--- src/rtl/serial_pkg.sv ---
// Shared serial framing definitions: FSM state encoding and counter width helper.
// Used by the RX framer and intended for the matching TX framer.
package serial_pkg;

    typedef enum logic [2:0] {
        ST_IDLE      = 3'd0,
        ST_START     = 3'd1,
        ST_DATA      = 3'd2,
        ST_PARITY    = 3'd3,
        ST_STOP      = 3'd4,
        ST_WAIT_IDLE = 3'd5
    } serial_state_t;

    // Width needed to count 0..n-1, never below 1 bit.
    function automatic int bit_cnt_w(input int n);
        return (n <= 2) ? 1 : $clog2(n);
    endfunction

endpackage

--- src/rtl/serial_sync2.sv ---
// Two-flop synchroniser for an asynchronous single-bit input, synchronous active-low reset to 0.
// Latency 2 clk; no backpressure.
module serial_sync2 (
    input  logic clk,
    input  logic rst,
    input  logic d,
    output logic q
);

    logic meta;

    always_ff @(posedge clk) begin
        if (!rst) begin
            meta <= 1'b0;
            q    <= 1'b0;
        end else begin
            meta <= d;
            q    <= meta;
        end
    end

endmodule

--- src/rtl/serial_rx_framer.sv ---
// Oversampled async serial receiver: start validation, LSB-first data, optional parity (SERIAL_RX_PARITY_EN), stop check.
// Stop sample OVERSAMPLE/2 + OVERSAMPLE*(DATA_BITS+1[+1]) ce-ticks after start detect; no backpressure.
module serial_rx_framer #(
    parameter int OVERSAMPLE  = 16,
    parameter int DATA_BITS   = 8,
    parameter int START_LEVEL = 1,
    parameter int PARITY_ODD  = 0
) (
    input  logic                 clk,
    input  logic                 rst,
    input  logic                 ce,
    input  logic                 din,
    output logic [DATA_BITS-1:0] rx_data,
    output logic                 rx_valid,
    output logic                 frame_err,
    output logic                 parity_err,
    output logic                 bit_en,
    output logic                 busy
);

    import serial_pkg::*;

    localparam int CNT_W  = bit_cnt_w(OVERSAMPLE);
    localparam int BITN_W = bit_cnt_w(DATA_BITS);
    localparam logic [CNT_W-1:0]  CNT_MID   = CNT_W'(OVERSAMPLE / 2 - 1);
    localparam logic [CNT_W-1:0]  CNT_LAST  = CNT_W'(OVERSAMPLE - 1);
    localparam logic [BITN_W-1:0] BITN_LAST = BITN_W'(DATA_BITS - 1);
    localparam logic START_LVL = (START_LEVEL != 0);
    localparam logic PAR_ODD   = (PARITY_ODD != 0);
`ifdef SERIAL_RX_PARITY_EN
    localparam logic PAR_EN = 1'b1;
`else
    localparam logic PAR_EN = 1'b0;
`endif

    serial_state_t          state;
    logic [CNT_W-1:0]       cnt;
    logic [BITN_W-1:0]      bitn;
    logic [DATA_BITS-1:0]   shift;
    logic                   par_bit;
    logic                   ds;
    logic                   par_bad;

    serial_sync2 u_sync (
        .clk (clk),
        .rst (rst),
        .d   (din),
        .q   (ds)
    );

    assign par_bad = PAR_EN && ((^shift ^ PAR_ODD) != par_bit);
    assign busy    = (state != ST_IDLE);

    always_ff @(posedge clk) begin
        if (!rst) begin
            state      <= ST_IDLE;
            cnt        <= '0;
            bitn       <= '0;
            shift      <= '0;
            par_bit    <= 1'b0;
            rx_data    <= '0;
            rx_valid   <= 1'b0;
            frame_err  <= 1'b0;
            parity_err <= 1'b0;
            bit_en     <= 1'b0;
        end else begin
            // Strobes last exactly one clk, independent of ce.
            rx_valid   <= 1'b0;
            frame_err  <= 1'b0;
            parity_err <= 1'b0;
            bit_en     <= 1'b0;
            if (ce) begin
                case (state)
                    ST_IDLE: begin
                        if (ds == START_LVL) begin
                            state <= ST_START;
                            cnt   <= '0;
                        end
                    end
                    ST_START: begin
                        if (cnt == CNT_MID) begin
                            cnt <= '0;
                            if (ds == START_LVL) begin
                                bit_en <= 1'b1;
                                bitn   <= '0;
                                state  <= ST_DATA;
                            end else begin
                                state  <= ST_IDLE;
                            end
                        end else begin
                            cnt <= cnt + 1'b1;
                        end
                    end
                    ST_DATA: begin
                        if (cnt == CNT_LAST) begin
                            cnt    <= '0;
                            bit_en <= 1'b1;
                            shift  <= {ds, shift[DATA_BITS-1:1]};
                            if (bitn == BITN_LAST)
                                state <= PAR_EN ? ST_PARITY : ST_STOP;
                            else
                                bitn <= bitn + 1'b1;
                        end else begin
                            cnt <= cnt + 1'b1;
                        end
                    end
                    ST_PARITY: begin
                        if (cnt == CNT_LAST) begin
                            cnt     <= '0;
                            bit_en  <= 1'b1;
                            par_bit <= ds;
                            state   <= ST_STOP;
                        end else begin
                            cnt <= cnt + 1'b1;
                        end
                    end
                    ST_STOP: begin
                        if (cnt == CNT_LAST) begin
                            cnt        <= '0;
                            bit_en     <= 1'b1;
                            rx_data    <= shift;
                            parity_err <= par_bad;
                            if (ds != START_LVL) begin
                                rx_valid <= !par_bad;
                                state    <= ST_IDLE;
                            end else begin
                                // Framing error wins over rx_valid; wait for idle so a break cannot retrigger.
                                frame_err <= 1'b1;
                                state     <= ST_WAIT_IDLE;
                            end
                        end else begin
                            cnt <= cnt + 1'b1;
                        end
                    end
                    ST_WAIT_IDLE: begin
                        if (ds != START_LVL)
                            state <= ST_IDLE;
                    end
                    default: state <= ST_IDLE;
                endcase
            end
        end
    end

endmodule
--- config.mk ---
export PLATFORM = sky130hd
export DESIGN_NAME = serial_rx_framer
export DESIGN_NICKNAME = d
export VERILOG_FILES = /design/src/rtl/serial_pkg.sv /design/src/rtl/serial_sync2.sv /design/src/rtl/serial_rx_framer.sv
export SDC_FILE = /design/constraint.sdc
export NUM_CORES = 1
export LEC_CHECK = 0
export CORE_MARGIN = 2
export CORE_UTILIZATION = 30
export CTS_CLUSTER_SIZE = 40
export DETAILED_ROUTE_END_ITERATION = 16
export MAX_ROUTING_LAYER = met4
export PLACE_DENSITY = 0.53
export SLEW_MARGIN = 20
export SYNTH_ARGS = -nofsm -noshare
export SYNTH_HDL_FRONTEND = slang
export SYNTH_SLANG_ARGS = --single-unit
--- constraint.sdc ---
create_clock -name clk -period 2.2 [get_ports clk]
set_input_delay 0.66 -clock clk [delete_from_list [all_inputs] [get_ports clk]]
set_output_delay 0.66 -clock clk [all_outputs]
set_load 0.01 [all_outputs]
==> results_dict.tcl <==
set metrics [dict create \
    status "finished, final reports clean" \
    required_ns 2.42 \
    cpMaxStageDelayCell "clkdlybuf4s50_1" \
    postCtsSetupBuffers 0 \
    p_per_area_nw_per_um2 577 \
    ys_warn_count 0 \
    hold_class "register to register" \
    grt.met3_usage_pct 3.35 \
    grt_max_degree 26 \
    total_power_mw 1.06 \
    rsz0062_at_grt "false" \
    end_kind "register" \
    wire_per_inst_um 12.7 \
    synth-seq-cells 31 \
    cts_tree "done" \
    syn_nets 161 \
    peakVddDrop_uv 325 \
    worstSetupPathType "primary input to register" \
    met2_usage_pct 20.1 \
    numCtsBuffers 5 \
    fill_cells 501 \
    synth_area_um2 1500 \
    grtUsageTotal_pct 13.0 \
    ys_types 44 \
    layout_common_cells "31 x dfxtp_1, 19 x mux2i_1, 17 x nor2b_1" \
    grt_pass1_vias 1156 \
    vias_per_cell 4.80 \
    start_util_pct 31.4 \
    power_switching_mw 0.245 \
    whs_path_depth 1 \
    num_vias 1156 \
    boundaryPins 17 \
    gp_congestion 0.913 \
    io_buffers 15 \
    reg2regPathDepth 5 \
    clockPowerShare_pct 40.7 \
    pwr-share-seq_pct 53.5 \
    path_cells "clkdlybuf4s50_1 > nand2_1 > or3b_1 > o21bai_4 > o21ai_2" \
    setup_viol 0 \
    cp-start-kind "primary input" \
    fin_tns_setup_ns 0 \
    clk_pin_slew_ns 0.07 \
    synth_edf_count 0 \
    reg2reg_to "state[2]" \
    htree_levels 2 \
    grt_pass1_wl_mm 5.29 \
    hp-start "u_sync.meta" \
    die-area_um2 5600 \
    antenna_cells 0 \
    leakagePower_nw 0.655 \
    min_to "u_sync.q" \
    instances_no_fill 241 \
    drv_slew 0 \
    drtPass1Iterations 4 \
    clock_path_buffers 2 \
    synth-seq-area-share_pct 41.3 \
    syn_inst 154 \
    max_freq_mhz 531 \
    drt_wl_total_mm 3.06 \
    pre_cts_ws_ns 0.0318 \
    die_h_um 74.8 \
    holdWs_ns 0.445 \
    clock_latency_ns 0.28 \
    die_w_um 74.8 \
    clock-sinks 31 \
    max_cap_violations 0 \
    yosys_most_used_dff "dfxtp_1" \
    post-route-period-util_pct 85.5 \
    syn_to_final_growth_pct 22.1 \
    gr-usage-met1_pct 15.8 \
    drive_above_1_share_pct 12.6 \
    switching_share_pct 23.1 \
    placedCellCount 233 \
    top_usage_layer "met2" \
    grt_overflow 0 \
    route.detailed.drc 0 \
    p_int_mw 0.815 \
    antenna_found_initial 0 \
    postSynthAreaPerCell_um2 9.77 \
    rrSetupSlack_ns 0.49 \
    async_flop_share_pct 0 \
    drt_iter0_markers 100 \
    critPathMaxFanout 7 \
    slowest_delay_ns 0.61 \
    dp_hpwl_mm 2.19 \
    finalCriticalPeriod_ns 1.88 \
    arrival_ns 2.10 \
    final_common_cell "dfxtp_1" \
    r2r-start "cnt[0]" \
    root_buffer "clkbuf_8" \
    rows 25 \
    combPwrFrac_pct 5.8 \
    core_um2 4790 \
    nets 180 \
    setup_ws_ns 0.318 \
    antenna_left 0 \
    fin_skew_ns 0.00905 \
    finalHoldViolations 0 \
]
## cell families (layout without fill, tap and decap cells)
logic type | Yosys count | in the layout | synth area share (%)
simple gates | 65 | 65 | 24.9
flops | 31 | 31 | 41.3
compound gates | 22 | 22 | 12.6
mux | 19 | 19 | 12.6
buf+inv | 11 | 31 | 4.66
fa+ha+maj | 4 | 4 | 3.16
other cells | 1 | 1 | 0.249
xor+xnor | 1 | 1 | 0.582
## power groups by stage
| stage | Sequential [mW] | Clock [mW] | Combinational (mW) |
|---|---|---|---|
| 3_5_place_dp | 0.580 | 0 | 0.0614 |
| 4_1_cts | 0.567 | 0.445 | 0.0618 |
| 3_3_place_gp | 0.580 | 0 | 0.0612 |
| 5_1_grt | 0.567 | 0.469 | 0.0689 |
| 6_report | 0.567 | 0.431 | 0.0614 |
| 2_1_floorplan | 0.580 | 0 | 0.0407 |
## cell type report
class                      count  area [um^2]  share of cell area [%]
clock buffer                   6         72.6                    3.95
clock inverter                 2         12.5                   0.681
inverter                       1         3.75                   0.204
multi-input combinational    112          813                    44.3
sequential                    31          621                    33.8
tap                           67         83.8                    4.56
timing repair buffer          22          230                    12.5
## worst max-delay path: cells and delay by family
kind | cells | cell delay (ns)
compound gates | 2 | 0.31
simple gates | 2 | 0.51
buf+inv | 1 | 0.61
## through the flow
stage	area [um^2]	utilization [%]
final	1840	38.4
after floorplan	1500	-
after global routing	1840	38.4
after global placement	1750	36.5
after CTS	1830	38.3
after detailed placement	1750	36.5
## registers in the layout (all words and copies together) (netlist names)
| signal | count |
|---|---|
| rx_data | 8 |
| frame_err | 1 |
| rx_valid | 1 |
| cnt | 4 |
| u_sync.q | 1 |
| state | 3 |
| bitn | 3 |
| shift | 8 |
| bit_en | 1 |
| u_sync.meta | 1 |
## repair_timing
item | CTS | global route
endpoints found under the setup margin | 0 | 1
hold buffers | 0 | 0
resized for setup | 0 | 1
## routing by layer
metal	vias up	part of all wire (%)
met5	-	0
met4	0	1.6
met3	5	5.8
met2	32	48
met1	552	45
li1	567	-
## Yosys cell counts (2+ instances only)
master     n  area [um^2]
nand3b_1   3         22.5
a21oi_1    3         15.0
and3_1     3         18.8
ha_1       3         37.5
o21a_1     2         15.0
o21ai_2    2         17.5
nor2_1     7         26.3
clkbuf_1   3         11.3
mux2i_1   19          190
o21ai_0    2         10.0
buf_2      2         10.0
buf_4      3         22.5
nor3b_2    2         25.0
or3b_1     2         17.5
buf_6      2         22.5
and2_1     2         12.5
dfxtp_1   31          621
o22a_1     2         17.5
nor2b_1   17          106
nand2_1   13         48.8
nand3_1    6         30.0
or3_1      3         18.8
## worst max-delay path by stage
stage                        start        to  slack [ns]  depth (start not counted)
final                           ce    cnt[1]        0.32                          5
after CTS                 state[1]      busy        0.03                          2
after global routing           rst  state[0]        0.27                          5
after floorplan             cnt[0]  state[2]        0.71                          5
after detailed placement        ce    cnt[1]        0.03                          5
after global placement          ce    cnt[0]        0.08                          5
(Power assumes the default switching activity.)
